File: src/rtl/mux_pkg.sv
`default_nettype none
// ============================================================================
//  Module      : mux_pkg
//  Description : Shared state encoding and limits for the pipelined N-way mux.
//  Revision    : 1.0 - initial release
// ============================================================================
package mux_pkg;

    localparam int MUX_MAX_N = 16;

    typedef enum logic [1:0] {
        EMPTY = 2'd0,
        ONE   = 2'd1,
        TWO   = 2'd2
    } state_t;

endpackage
`default_nettype wire

File: src/rtl/mux_n_comb.sv
`default_nettype none
// ============================================================================
//  Module      : mux_n_comb
//  Description : Combinational N-way select with out-of-range flag.
//  Revision    : 1.0 - initial release
// ============================================================================
module mux_n_comb #(
    parameter int WIDTH = 32,
    parameter int N     = 5,
    parameter int SELW  = $clog2(N)
) (
    input  logic [SELW-1:0]    i_sel,
    input  logic [N*WIDTH-1:0] i_data,
    output logic [WIDTH-1:0]   o_word,
    output logic               o_err
);

    logic [N-1:0] w_hit;

    generate
        for (genvar k = 0; k < N; k++) begin : g_hit
            assign w_hit[k] = (i_sel == SELW'(k));
        end
    endgenerate

    // Codes with no matching channel fall through to channel 0 with the flag set.
    always_comb begin
        o_word = i_data[WIDTH-1:0];
        o_err  = 1'b1;
        for (int k = 0; k < N; k++) begin
            if (w_hit[k]) begin
                o_word = i_data[k*WIDTH +: WIDTH];
                o_err  = 1'b0;
            end
        end
    end

endmodule
`default_nettype wire

File: src/rtl/mux_n_pipe.sv
`default_nettype none
// ============================================================================
//  Module      : mux_n_pipe
//  Description : N-way mux with registered output and 2-entry skid buffer so
//                in_ready is a flop, not a combinational path from out_ready.
//  Revision    : 1.0 - initial release
// ============================================================================
module mux_n_pipe
    import mux_pkg::*;
#(
    parameter int WIDTH = 32,
    parameter int N     = 5,
    parameter int SELW  = $clog2(N)
) (
    input  logic               clk,
    input  logic               reset,
    input  logic [SELW-1:0]    selector,
    input  logic [N*WIDTH-1:0] data_in,
    input  logic               in_valid,
    output logic               in_ready,
    output logic [WIDTH-1:0]   data_out,
    output logic               sel_err,
    output logic               out_valid,
    input  logic               out_ready
);

    logic [WIDTH-1:0] w_word;
    logic             w_err;
    logic             w_accept;
    logic             w_deliver;

    state_t           r_state;
    logic [WIDTH-1:0] r_main_data;
    logic             r_main_err;
    logic [WIDTH-1:0] r_skid_data;
    logic             r_skid_err;
    logic             r_in_ready;
    logic             r_out_valid;

    mux_n_comb #(
        .WIDTH (WIDTH),
        .N     (N),
        .SELW  (SELW)
    ) u_sel (
        .i_sel  (selector),
        .i_data (data_in),
        .o_word (w_word),
        .o_err  (w_err)
    );

    assign w_accept  = in_valid && r_in_ready;
    assign w_deliver = r_out_valid && out_ready;

    // in_ready and out_valid are loaded from the next state, so they always
    // match r_state and never depend combinationally on out_ready.
    always_ff @(posedge clk) begin
        if (reset) begin
            r_state     <= EMPTY;
            r_main_data <= '0;
            r_main_err  <= 1'b0;
            r_skid_data <= '0;
            r_skid_err  <= 1'b0;
            r_in_ready  <= 1'b1;
            r_out_valid <= 1'b0;
        end else begin
            case (r_state)
                EMPTY: begin
                    if (w_accept) begin
                        r_main_data <= w_word;
                        r_main_err  <= w_err;
                        r_state     <= ONE;
                        r_in_ready  <= 1'b1;
                        r_out_valid <= 1'b1;
                    end
                end
                ONE: begin
                    if (w_accept && w_deliver) begin
                        r_main_data <= w_word;
                        r_main_err  <= w_err;
                    end else if (w_accept) begin
                        r_skid_data <= w_word;
                        r_skid_err  <= w_err;
                        r_state     <= TWO;
                        r_in_ready  <= 1'b0;
                        r_out_valid <= 1'b1;
                    end else if (w_deliver) begin
                        r_state     <= EMPTY;
                        r_in_ready  <= 1'b1;
                        r_out_valid <= 1'b0;
                    end
                end
                TWO: begin
                    if (w_deliver) begin
                        r_main_data <= r_skid_data;
                        r_main_err  <= r_skid_err;
                        r_skid_data <= '0;
                        r_skid_err  <= 1'b0;
                        r_state     <= ONE;
                        r_in_ready  <= 1'b1;
                        r_out_valid <= 1'b1;
                    end
                end
                default: begin
                    r_state     <= EMPTY;
                    r_in_ready  <= 1'b1;
                    r_out_valid <= 1'b0;
                end
            endcase
        end
    end

    assign in_ready  = r_in_ready;
    assign out_valid = r_out_valid;
    assign data_out  = r_main_data;
    assign sel_err   = r_main_err;

endmodule
`default_nettype wire
File: config.mk
export PLATFORM = sky130hd
export DESIGN_NAME = mux_n_pipe
export DESIGN_NICKNAME = d
export VERILOG_FILES = /design/src/rtl/mux_pkg.sv /design/src/rtl/mux_n_comb.sv /design/src/rtl/mux_n_pipe.sv
export SDC_FILE = /design/constraint.sdc
export NUM_CORES = 1
export LEC_CHECK = 0
export CAP_MARGIN = 0
export CORE_UTILIZATION = 41
export DETAILED_ROUTE_END_ITERATION = 8
export PLACE_DENSITY = 0.79
export SYNTH_ARGS = -nofsm -noshare
export SYNTH_HDL_FRONTEND = slang
export SYNTH_SLANG_ARGS = --single-unit
export TNS_END_PERCENT = 20
File: constraint.sdc
create_clock -name clk -period 2.7 [get_ports clk]
set_clock_uncertainty 0.2 [all_clocks]
set_input_delay 0.675 -clock clk [delete_from_list [all_inputs] [get_ports clk]]
set_output_delay 0.675 -clock clk [all_outputs]
set_load 0.02 [all_outputs]
==> metrics.txt, run 1 <==
# TYPE chip_impl_metric gauge
chip_impl_metric{name="detail_route.wl_per_cell",unit="µm"} 18.5
chip_impl_info{name="whs_endpoint",value="r_skid_data[12]"} 1
chip_impl_metric{name="power.switching_fraction",unit="%"} 37.7
chip_impl_metric{name="worst-path-max-fanout",unit=""} 11
chip_impl_info{name="endpoint_kind",value="flop"} 1
chip_impl_metric{name="globalRoute.totalOverflow",unit=""} 0
chip_impl_metric{name="cts.repair.resized",unit=""} 0
chip_impl_metric{name="totalNegativeSetupSlack",unit="ns"} 0
chip_impl_info{name="netlist_top_cells_area",value="sky130_fd_sc_hd__dfxtp_1, sky130_fd_sc_hd__nand2_1, sky130_fd_sc_hd__mux2_2, sky130_fd_sc_hd__a311oi_2, sky130_fd_sc_hd__a211o_1"} 1
chip_impl_metric{name="synth_mux_area_share",unit="%"} 9.03
chip_impl_metric{name="power.density_cell_area",unit="nW/µm²"} 805
chip_impl_info{name="outcome",value="finished clean"} 1
chip_impl_metric{name="rows",unit=""} 36
chip_impl_metric{name="layout.nets",unit=""} 851
chip_impl_metric{name="totalPowerFinal",unit="mW"} 5.29
chip_impl_metric{name="global_route_wire_length_before_repair",unit="µm"} 23200
chip_impl_info{name="cts.root.buffer_cell",value="sky130_fd_sc_hd__clkbuf_8"} 1
chip_impl_metric{name="clock_insertion_delay_at_the_later_pin_of_the_skew_report",unit="ns"} 0.34
chip_impl_metric{name="detail_route.vias_per_cell",unit=""} 5.73
chip_impl_metric{name="synth.cell_area",unit="µm²"} 4100
chip_impl_metric{name="fmax",unit="MHz"} 403
chip_impl_info{name="clock_tree_from_tritoncts",value="done"} 1
chip_impl_metric{name="syn-instance-count",unit=""} 486
chip_impl_metric{name="post_cts_hold_buffer_count",unit=""} 0
chip_impl_metric{name="syn_to_final_growth",unit="%"} 60.2
chip_impl_metric{name="grt_antenna_before_repair",unit=""} 0
chip_impl_info{name="r2r_start",value="r_state[0]"} 1
chip_impl_metric{name="final-instance-count-excl-fill",unit=""} 817
chip_impl_metric{name="critical_path_depth",unit=""} 6
chip_impl_metric{name="post-cts-setup-buffer-count",unit=""} 0
chip_impl_metric{name="worstMarginPinSlew",unit="ns"} 0.670
chip_impl_metric{name="timing.final.crit_share",unit="%"} 91.8
chip_impl_metric{name="grt_max_degree",unit=""} 61
chip_impl_metric{name="seq_power_share",unit="%"} 29.9
chip_impl_metric{name="synth-edff-count",unit=""} 0
chip_impl_metric{name="number_of_hold_slack_violations_in_the_final_timing_report",unit=""} 0
chip_impl_info{name="grt_setup_unrepaired",value="false"} 1
chip_impl_metric{name="routed_wirelength",unit="µm"} 15100
chip_impl_metric{name="setup_slack",unit="ns"} 0.221
chip_impl_info{name="synth-main-ff-cell",value="sky130_fd_sc_hd__dfxtp_1"} 1
chip_impl_info{name="worstPathCellList",value="clkdlybuf4s50_1 > nor2b_2 > buf_4 > a221oi_1 > a211o_1 > a311oi_2"} 1
chip_impl_info{name="cpMaxStageDelayCell",value="sky130_fd_sc_hd__clkdlybuf4s50_1"} 1
chip_impl_metric{name="post-route-cell-area",unit="µm²"} 6570
chip_impl_metric{name="start_util",unit="%"} 42.2
chip_impl_metric{name="worst_hold_path.num_cells",unit=""} 2
chip_impl_metric{name="synth-xor-area-share",unit="%"} 0
chip_impl_metric{name="r2r_setup_slack",unit="ns"} 0.30
chip_impl_metric{name="share_of_the_yosys_chip_area_belonging_to_registers",unit="%"} 34.2
chip_impl_metric{name="max_slew_headroom",unit="%"} 54.9
chip_impl_metric{name="critPathMaxStageDelay",unit="ns"} 0.65
chip_impl_info{name="crit_family",value="buffers and inverters"} 1
chip_impl_metric{name="synthesis.yosys.warnings",unit=""} 0
chip_impl_metric{name="worst_ep_required_time",unit="ns"} 2.75
chip_impl_metric{name="rr_worst_depth",unit=""} 7
chip_impl_metric{name="leakage",unit="nW"} 2.51
chip_impl_metric{name="ys_seq_elements",unit=""} 70
chip_impl_metric{name="synth-compound-area-share",unit="%"} 31.2
chip_impl_metric{name="synth_simple_gate_area_share",unit="%"} 18.3
chip_impl_metric{name="vdd_drop_max",unit="mV"} 0.424
chip_impl_metric{name="synthesized_area_per_cell",unit="µm²"} 8.44
chip_impl_metric{name="postRouteAntennaNets",unit=""} 0
chip_impl_info{name="cp_class",value="input port to flop"} 1
chip_impl_metric{name="cp.arrival",unit="ns"} 2.53
chip_impl_info{name="post-synth-top-area-cell",value="sky130_fd_sc_hd__dfxtp_1"} 1
chip_impl_metric{name="combined_flip_flop_and_latch_cell_area",unit="µm²"} 1400
chip_impl_info{name="min-delay-start",value="r_skid_data[12]"} 1
chip_impl_metric{name="dr.pass1.iters",unit=""} 5
chip_impl_metric{name="io_pins",unit=""} 202
chip_impl_metric{name="share_of_cells_above_drive_strength_1",unit="%"} 15.5
chip_impl_metric{name="asyncSetResetFlopFracSynth",unit="%"} 0
chip_impl_metric{name="finalSetupViolCount",unit=""} 0
chip_impl_metric{name="cts_num_sinks",unit=""} 70
chip_impl_info{name="synth_top_family_by_area",value="compound AO/OA/AOI/OAI gates"} 1
chip_impl_info{name="r2r_endpoint",value="data_out[28]"} 1
chip_impl_metric{name="place_worst_setup_slack",unit="ns"} -0.106
chip_impl_metric{name="h-tree-depth",unit=""} 3
chip_impl_metric{name="global_route.usage.total",unit="%"} 29.3
chip_impl_metric{name="p_int",unit="mW"} 3.30
chip_impl_metric{name="combPwrFrac",unit="%"} 49.7
chip_impl_metric{name="dieWidth",unit="µm"} 102
chip_impl_metric{name="die_area",unit="µm²"} 10400
chip_impl_metric{name="holdWs",unit="ns"} 0.259
chip_impl_metric{name="netSwitchingPower",unit="mW"} 1.99
chip_impl_metric{name="synth_nets",unit=""} 658
chip_impl_metric{name="synth.distinct_cells",unit=""} 39
chip_impl_metric{name="num-fill-cells",unit=""} 828
chip_impl_metric{name="yosys.area.top_type_share",unit="%"} 34.2
chip_impl_metric{name="antenna_cells",unit=""} 0
chip_impl_metric{name="port-buffer-count",unit=""} 201
chip_impl_metric{name="max_cap_viol_count",unit=""} 0
chip_impl_metric{name="post-dp-hpwl",unit="µm"} 11000
chip_impl_metric{name="dp_cells",unit=""} 801
chip_impl_metric{name="dieHeight",unit="µm"} 102
chip_impl_metric{name="area_occupied_by_multi_input_gates",unit="µm²"} 2480
chip_impl_metric{name="cts_buffers",unit=""} 9
chip_impl_metric{name="routabilityCongestion",unit=""} 0.814
chip_impl_info{name="timing.critical_path.from_type",value="input port"} 1
chip_impl_metric{name="core_utilization_of_the_finished_layout",unit="%"} 67.5
chip_impl_info{name="worst_hold_path_type",value="flop to flop"} 1
chip_impl_metric{name="clk_path_buf_depth",unit=""} 2
chip_impl_metric{name="yosys.area_share.adder",unit="%"} 1.53
chip_impl_metric{name="path_clk_slew",unit="ns"} 0.08
chip_impl_metric{name="core",unit="µm²"} 9730
chip_impl_metric{name="routed-via-count",unit=""} 4682
chip_impl_metric{name="final_max_slew_viol_count",unit=""} 0
chip_impl_metric{name="pwr-share-clk",unit="%"} 20.4
chip_impl_metric{name="drt_drc_violations_left",unit=""} 0
chip_impl_metric{name="post_dp_cell_area",unit="µm²"} 6310
chip_impl_metric{name="drtIter0Drc",unit=""} 195
chip_impl_metric{name="first_global_vias",unit=""} 4787
chip_impl_metric{name="layout_min_cycle_time",unit="ns"} 2.48
chip_impl_metric{name="timing.critical_path.buf_inv",unit=""} 2
[worst max path at each step]
stage	startpoint	end	slack, ns
final	selector[1]	data_out[24]	0.22
after global routing	selector[2]	data_out[24]	0.14
after CTS	selector[1]	data_out[24]	0.24
after detailed placement	selector[1]	data_out[24]	-0.11
after global placement	selector[1]	data_out[24]	-0.01
after floorplan	selector[0]	data_out[12]	0.50
[registers in the layout, indices dropped and copies added, names as in the netlist]
register / count
data_out: 32
in_ready: 1
out_valid: 1
r_skid_data: 32
r_skid_err: 1
r_state: 2
sel_err: 1
[layout make-up]
| class | count | area share [%] |
|---|---|---|
| sequential | 70 | 21.3 |
| clock inverter | 5 | 1.58 |
| inverter | 3 | 0.171 |
| timing repair buffer | 228 | 34.3 |
| tap | 133 | 2.53 |
| clock buffer | 11 | 2.30 |
| multi-input combinational | 367 | 37.8 |
[logic make-up after synthesis]
logic type	count (synthesis)
multiplexers	33
flip-flops	70
adder cells (fa/ha/maj)	5
buffers and inverters	49
AO/OA/AOI/OAI	148
AND/OR/NAND/NOR	181
[Yosys cell counts (2+ instances only)]
cell and number:
sky130_fd_sc_hd__nor2_1 68, sky130_fd_sc_hd__a21oi_1 5, sky130_fd_sc_hd__buf_4 7, sky130_fd_sc_hd__dfxtp_1 70
sky130_fd_sc_hd__ha_1 5, sky130_fd_sc_hd__a211o_1 32, sky130_fd_sc_hd__a221oi_1 32, sky130_fd_sc_hd__a311oi_1 11
sky130_fd_sc_hd__buf_2 21, sky130_fd_sc_hd__nor3b_4 2, sky130_fd_sc_hd__a21boi_0 2, sky130_fd_sc_hd__nand2_1 98
sky130_fd_sc_hd__or2_1 2, sky130_fd_sc_hd__a311oi_2 21, sky130_fd_sc_hd__o21ai_0 36, sky130_fd_sc_hd__clkbuf_1 17
sky130_fd_sc_hd__inv_1 3, sky130_fd_sc_hd__or4_1 2, sky130_fd_sc_hd__mux2_2 32
[routing by layer]
| metal | vias to the layer above | GRT usage, % | part of all wire [%] |
|---|---|---|---|
| li1 | 2174 | - | - |
| met1 | 2184 | 32.7 | 39 |
| met2 | 273 | 50.5 | 47 |
| met3 | 51 | 7.59 | 9.8 |
| met4 | 0 | 16.9 | 4.3 |
| met5 | - | 0 | 0 |
[power groups by stage]
stage | Clock, mW | Sequential [mW] | Combinational (mW)
6_report | 1.08 | 1.58 | 2.63
3_5_place_dp | 0 | 1.60 | 2.60
4_1_cts | 1.09 | 1.58 | 2.62
2_1_floorplan | 0 | 1.85 | 1.21
3_3_place_gp | 0 | 1.59 | 2.54
5_1_grt | 1.14 | 1.62 | 2.82
[cells in the final DEF (no fill, tap or decap), types with 3 or more instances in the layout]
cell type,n
sky130_fd_sc_hd__bufinv_16,3
sky130_fd_sc_hd__ha_1,4
sky130_fd_sc_hd__a21oi_1,5
sky130_fd_sc_hd__buf_12,4
sky130_fd_sc_hd__a221oi_1,32
sky130_fd_sc_hd__a311oi_1,11
sky130_fd_sc_hd__o21ai_0,36
sky130_fd_sc_hd__clkdlybuf4s50_1,199
sky130_fd_sc_hd__nor2_1,68
sky130_fd_sc_hd__inv_1,3
sky130_fd_sc_hd__mux2_2,32
sky130_fd_sc_hd__clkbuf_8,11
sky130_fd_sc_hd__nand2_1,98
sky130_fd_sc_hd__dfxtp_1,70
sky130_fd_sc_hd__buf_4,23
sky130_fd_sc_hd__a311oi_2,21
sky130_fd_sc_hd__a211o_1,32
[worst reg2reg max path, cell delays in order (launching register included)]
cell and delay (ns):
sky130_fd_sc_hd__dfxtp_1 0.43, sky130_fd_sc_hd__inv_1 0.10, sky130_fd_sc_hd__ha_2 0.30, sky130_fd_sc_hd__or2_1 0.29, sky130_fd_sc_hd__a221oi_4 0.35, sky130_fd_sc_hd__buf_12 0.25
sky130_fd_sc_hd__nor2_1 0.12, sky130_fd_sc_hd__a311oi_2 0.26
Power figures use the tool's default switching activity.
==> inputs of run 2 (changes only) <==
==> constraint.sdc (replaced) <==
create_clock -name clk -period 2.7 [get_ports clk]
set_clock_uncertainty 0.2 [all_clocks]
set_input_delay 0.405 -clock clk [delete_from_list [all_inputs] [get_ports clk]]
set_output_delay 0.405 -clock clk [all_outputs]
set_load 0.02 [all_outputs]
==> run 2 against run 1 <==
Effect of this change: critical path depth is 1 higher; clock power is 14% lower; combinational power is 2% lower; maximum frequency is 8.2% higher; final cell count is 0.61% lower; via count is 2.2% lower; sequential power hardly changed; total power is 3.9% lower; setup slack better by 0.19 ns; count of clock-buffer cells in the layout is 1 lower; final area is 1.2% lower; routed wire length is 2.7% lower.
==> metrics.txt, run 2 (synthesized netlist as in run 1, its figures left out) <==
# TYPE chip_impl_metric gauge
chip_impl_info{name="outcome",value="finished clean"} 1
chip_impl_metric{name="seq_power_share",unit="%"} 30.9
chip_impl_info{name="min-delay-start",value="reset"} 1
chip_impl_metric{name="post-cts-setup-buffer-count",unit=""} 0
chip_impl_metric{name="port-buffer-count",unit=""} 201
chip_impl_metric{name="r2r_setup_slack",unit="ns"} 0.41
chip_impl_metric{name="layout_min_cycle_time",unit="ns"} 2.29
chip_impl_metric{name="first_global_vias",unit=""} 4639
chip_impl_metric{name="number_of_hold_slack_violations_in_the_final_timing_report",unit=""} 0
chip_impl_metric{name="finalSetupViolCount",unit=""} 0
chip_impl_metric{name="post_cts_hold_buffer_count",unit=""} 0
chip_impl_info{name="whs_endpoint",value="in_ready"} 1
chip_impl_metric{name="drtIter0Drc",unit=""} 183
chip_impl_metric{name="h-tree-depth",unit=""} 3
chip_impl_metric{name="power.density_cell_area",unit="nW/µm²"} 783
chip_impl_info{name="cts.root.buffer_cell",value="sky130_fd_sc_hd__clkbuf_8"} 1
chip_impl_metric{name="dp_cells",unit=""} 796
chip_impl_metric{name="cts_buffers",unit=""} 9
chip_impl_metric{name="path_clk_slew",unit="ns"} 0.08
chip_impl_metric{name="routabilityCongestion",unit=""} 0.811
chip_impl_metric{name="rr_worst_depth",unit=""} 7
chip_impl_metric{name="cts_num_sinks",unit=""} 70
chip_impl_info{name="timing.critical_path.from_type",value="flop"} 1
chip_impl_info{name="clock_tree_from_tritoncts",value="done"} 1
chip_impl_metric{name="power.switching_fraction",unit="%"} 38.3
chip_impl_metric{name="worst_ep_required_time",unit="ns"} 2.74
chip_impl_metric{name="cts.repair.resized",unit=""} 0
chip_impl_metric{name="worst-path-max-fanout",unit=""} 34
chip_impl_metric{name="cp.arrival",unit="ns"} 2.34
chip_impl_info{name="worst_hold_path_type",value="input port to flop"} 1
chip_impl_metric{name="routed-via-count",unit=""} 4581
chip_impl_metric{name="fmax",unit="MHz"} 436
chip_impl_metric{name="p_int",unit="mW"} 3.13
chip_impl_metric{name="max_slew_headroom",unit="%"} 60.4
chip_impl_metric{name="critPathMaxStageDelay",unit="ns"} 0.41
chip_impl_info{name="worstPathCellList",value="inv_1 > ha_1 > or2_1 > a221oi_4 > buf_12 > nor2_1 > a311oi_2"} 1
chip_impl_metric{name="io_pins",unit=""} 202
chip_impl_info{name="cpMaxStageDelayCell",value="sky130_fd_sc_hd__dfxtp_1"} 1
chip_impl_info{name="endpoint_kind",value="flop"} 1
chip_impl_metric{name="core_utilization_of_the_finished_layout",unit="%"} 66.7
chip_impl_metric{name="max_cap_viol_count",unit=""} 0
chip_impl_metric{name="setup_slack",unit="ns"} 0.409
chip_impl_metric{name="global_route_wire_length_before_repair",unit="µm"} 22500
chip_impl_metric{name="globalRoute.totalOverflow",unit=""} 0
chip_impl_metric{name="worst_hold_path.num_cells",unit=""} 3
chip_impl_info{name="grt_setup_unrepaired",value="false"} 1
chip_impl_metric{name="global_route.usage.total",unit="%"} 28.5
chip_impl_info{name="r2r_endpoint",value="data_out[18]"} 1
chip_impl_metric{name="routed_wirelength",unit="µm"} 14700
chip_impl_metric{name="timing.final.crit_share",unit="%"} 84.9
chip_impl_metric{name="final-instance-count-excl-fill",unit=""} 812
chip_impl_metric{name="syn_to_final_growth",unit="%"} 58.2
chip_impl_info{name="most-common-layout-cells",value="sky130_fd_sc_hd__clkdlybuf4s50_1, sky130_fd_sc_hd__nand2_1, sky130_fd_sc_hd__dfxtp_1, sky130_fd_sc_hd__nor2_1, sky130_fd_sc_hd__o21ai_0"} 1
chip_impl_metric{name="layout.nets",unit=""} 846
chip_impl_metric{name="pwr-share-clk",unit="%"} 18.3
chip_impl_metric{name="grt_antenna_before_repair",unit=""} 0
chip_impl_metric{name="vdd_drop_max",unit="mV"} 0.339
chip_impl_metric{name="grt_max_degree",unit=""} 35
chip_impl_metric{name="share_of_cells_above_drive_strength_1",unit="%"} 14.7
chip_impl_info{name="startpoint",value="r_state[1]"} 1
chip_impl_metric{name="rows",unit=""} 36
chip_impl_info{name="cp_class",value="flop to flop"} 1
chip_impl_metric{name="drt_drc_violations_left",unit=""} 0
chip_impl_metric{name="die_area",unit="µm²"} 10400
chip_impl_metric{name="clock_insertion_delay_at_the_later_pin_of_the_skew_report",unit="ns"} 0.33
chip_impl_metric{name="totalNegativeSetupSlack",unit="ns"} 0
chip_impl_metric{name="leakage",unit="nW"} 2.47
chip_impl_metric{name="antenna_cells",unit=""} 0
chip_impl_metric{name="combPwrFrac",unit="%"} 50.8
chip_impl_metric{name="postRouteAntennaNets",unit=""} 0
chip_impl_metric{name="worstMarginPinSlew",unit="ns"} 0.594
chip_impl_metric{name="final_max_slew_viol_count",unit=""} 0
chip_impl_metric{name="start_util",unit="%"} 42.2
chip_impl_info{name="r2r_start",value="r_state[1]"} 1
chip_impl_metric{name="dieWidth",unit="µm"} 102
chip_impl_metric{name="detail_route.wl_per_cell",unit="µm"} 18.1
chip_impl_metric{name="netSwitchingPower",unit="mW"} 1.95
chip_impl_metric{name="core",unit="µm²"} 9730
chip_impl_metric{name="dieHeight",unit="µm"} 102
chip_impl_metric{name="post-dp-hpwl",unit="µm"} 11100
chip_impl_metric{name="dr.pass1.iters",unit=""} 6
chip_impl_metric{name="clk_path_buf_depth",unit=""} 2
chip_impl_metric{name="detail_route.vias_per_cell",unit=""} 5.64
chip_impl_info{name="mostFrequentLayoutCell",value="sky130_fd_sc_hd__clkdlybuf4s50_1"} 1
chip_impl_metric{name="holdWs",unit="ns"} 0.127
chip_impl_metric{name="place_worst_setup_slack",unit="ns"} 0.154
-- run 2: changes by cell type in the layout (fill, tap and decap cells not counted), sizes merged --
cell / before / now
clkbuf: 11 / 10
clkinvlp: 0 / 1
buf: 29 / 24
clkinv: 1 / 3
inv: 4 / 3
bufinv: 3 / 2
-- run 2: layout make-up --
class | count | area, µm²
inverters | 3 | 11.3
clock buffers | 10 | 128
well taps | 133 | 166
clock inverters | 6 | 86.3
multi-input cells | 367 | 2480
repair buffers | 223 | 2220
flip-flops and latches | 70 | 1400
fillers | 850 | 3240
-- run 2: critical path: cells and delay by family, from the launching register on --
| kind | cells | cell delay [ns] |
|---|---|---|
| DFF | 1 | 0.41 |
| and+or+nand+nor | 2 | 0.36 |
| AOI/OAI and AO/OA | 2 | 0.64 |
| buffers and inverters | 2 | 0.33 |
| adders and majority gates | 1 | 0.24 |
-- run 2: stage by stage --
stage	instance area, µm²	power, mW
floorplan	4100	3.06
global placement	6280	4.10
detailed placement	6280	4.18
CTS	6490	5.10
global route	6490	5.38
finish	6490	5.08
-- run 2: power groups by stage --
stage	Clock, mW	Sequential, mW	Combinational (mW)
4_1_cts	0.939	1.57	2.59
5_1_grt	0.988	1.61	2.78
3_3_place_gp	0	1.58	2.52
6_report	0.930	1.57	2.58
2_1_floorplan	0	1.85	1.21
3_5_place_dp	0	1.59	2.58
-- run 2: worst max-delay path by stage --
stage	to	slack (ns)	cells past startpoint
3_5_place_dp	r_skid_data[31]	0.15	5
4_1_cts	data_out[18]	0.40	7
5_1_grt	data_out[16]	0.25	7
2_1_floorplan	data_out[12]	0.55	8
6_report	data_out[18]	0.41	7
3_3_place_gp	r_skid_data[3]	0.23	5
-- run 2: routing by layer --
layer	wire [µm]	track usage, %
met3	1300	7.66
met2	7160	49.8
met1	5790	31.6
met4	441	15.4
met5	0	0
==> RTL edit (config.mk and constraints of run 2) <==
Make the reset (`reset`) asynchronous in one clocked block.
--- a/src/rtl/mux_n_pipe.sv
+++ b/src/rtl/mux_n_pipe.sv
@@ -53,7 +53,7 @@
 
     // in_ready and out_valid are loaded from the next state, so they always
     // match r_state and never depend combinationally on out_ready.
-    always_ff @(posedge clk) begin
+    always_ff @(posedge clk or posedge reset) begin
         if (reset) begin
             r_state     <= EMPTY;
             r_main_data <= '0;
Behaviour: differs if reset is asserted again (counterexample within 4 cycles, from zero or initial values and one cycle with reset high); with reset held inactive, the same outputs for 4 cycles.
==> RTL edit against run 2 <==
- area after synthesis rose by 11%
- routed wire length fell by 5.3%
- fmax rose by 1.2%
- clock power fell by 5.3%
- total power rose by 11%
- highest routed layer unchanged
- sequential cell count did not move
- hold slack improved by 0.15 ns
- setup slack improved by 0.027 ns
- critical path depth rose by 1
- sequential power rose by 19%
- design area rose by 6.8%
==> RTL edit: results (changes against run 2) <==
status=completed; nets@finish=828 (-2.1%); share of cells above drive strength 1=11.03% (-3.7 points); worst hold path type=in -> async; Initial DRC Count=155 (-15%); Seq/Total Area, Yosys=38.51% (+4.3 points); Core Region=10,840 um2 (+11%); leak pwr=2.948 nW (+20%); fin cells=802 (-1.2%); complex-gate fraction of the synthesized area=21.14% (-10 points); synth top area cells=dfrtp_1 (38%), mux2_4 (9.6%), nand2_1 (8.2%); Worst-Margin Slew=0.4742 ns (-0.1196 ns); first-pass GRT wire length=21.79 mm (-3.2%); via count of the first global-routing pass=4,398 (-5.2%); area share of fa/ha/maj cells after synthesis=8.136% (+6.6 points); Worst Path Max Fanout=18 (-47%); initial antenna violation count=0 (unchanged); met3 wire length=716 um (-45%); clock-pin slew on the worst setup and hold paths=0.08 ns (about the same); slowest CP cell=dfrtp_1; 1st-pass router iterations=4 (-2); M1 wire length=5.866 mm (+1.2%); most frequent cells after synthesis=nand2_1 (100), dfrtp_1 (69), a21oi_1 (35); mux cell area share after synthesis=17.56% (+8.5 points); # resized after CTS=0 (unchanged); Vias=4,341 (-5.2%); CP top delay family=flip-flops; Synth cell types=34 (-13%); WL met2=7.197 mm (+0.59%); worst path arrival time=2.28 ns (-0.06 ns); Top FF cell, synth=dfrtp_1; largest net degree at the start of global routing=71 (+100%); post-DP HPWL=9.920 mm (-10%); Total GRT Usage=24.38% (-4.2 points); Syn Area/Cell=9.583 um2 (+14%); ys async rst share=100.0% (+100 points); syn nets=646 (-1.8%); Cell Count Post-Placement=786 (-1.3%); peak supply drop=0.5736 mV (+69%); RD Place Congestion=0.8106 (about the same)
[RTL edit: metrics by stage]
| step | hold WS [ns] | area (um2) | util [%] | setup WS, ns | power [mW] |
|---|---|---|---|---|---|
| floorplan | 0.2554 | 4552 | - | 0.3284 | 3.607 |
| global placement | 0.2674 | 6720 | 61.99 | 0.3388 | 4.691 |
| detailed placement | 0.2757 | 6720 | 61.99 | 0.2628 | 4.809 |
| CTS | 0.2838 | 6929 | 63.92 | 0.4338 | 5.714 |
| global route | 0.3140 | 6929 | 63.92 | 0.3493 | 6.005 |
| finish | 0.2803 | 6929 | 63.92 | 0.4355 | 5.664 |
[RTL edit: area by class of cell]
class                      count  area [um2]
fill                         905        3911
multi-input combinational    355        2580
timing repair buffer         215        2190
sequential                    70        1753
tap                          140       175.2
clock buffer                  11       151.4
clock inverter                 5       57.56
inverter                       6       22.52
[RTL edit: worst paths after layout]
path / startpoint / end / slack, ns / cells past startpoint
max: r_state[0] / data_out[15] / 0.44 / 8
min: reset / r_skid_data[15] / 0.28 / 3
max reg2reg: r_state[0] / data_out[15] / 0.44 / 8
min reg2reg: r_skid_data[12] / r_skid_data[12] / 0.29 / 2
max in group asynchronous: reset / in_ready / 1.69 / 3
min in group clk: r_skid_data[12] / r_skid_data[12] / 0.29 / 2
[RTL edit: routing by layer]
metal  GRT usage (%)  vias to the layer above
met5               0                        -
met3           4.298                       10
met2           44.15                      120
met4           6.751                        0
li1                -                     2121
met1           29.53                     2090
[RTL edit: cells by family (layout without fill, tap and decap cells)]
family,count (synthesis),count (layout)
buf+inv,50,237
flops,70,70
mux,65,65
fa+ha+maj,36,36
compound gates,144,144
simple gates,110,110
[RTL edit: worst min-delay path: cells and delay by family]
| kind | cells | cell delay, ns |
|---|---|---|
| buf+inv | 3 | 0.81 |
[RTL edit: power groups by stage]
| stage | Clock [mW] | Sequential, mW | Combinational [mW] |
|---|---|---|---|
| 3_5_place_dp | 0 | 1.87 | 2.93 |
| 5_1_grt | 0.947 | 1.92 | 3.13 |
| 4_1_cts | 0.902 | 1.87 | 2.94 |
| 3_3_place_gp | 0 | 1.85 | 2.84 |
| 2_1_floorplan | 0 | 2.14 | 1.46 |
| 6_report | 0.881 | 1.87 | 2.92 |
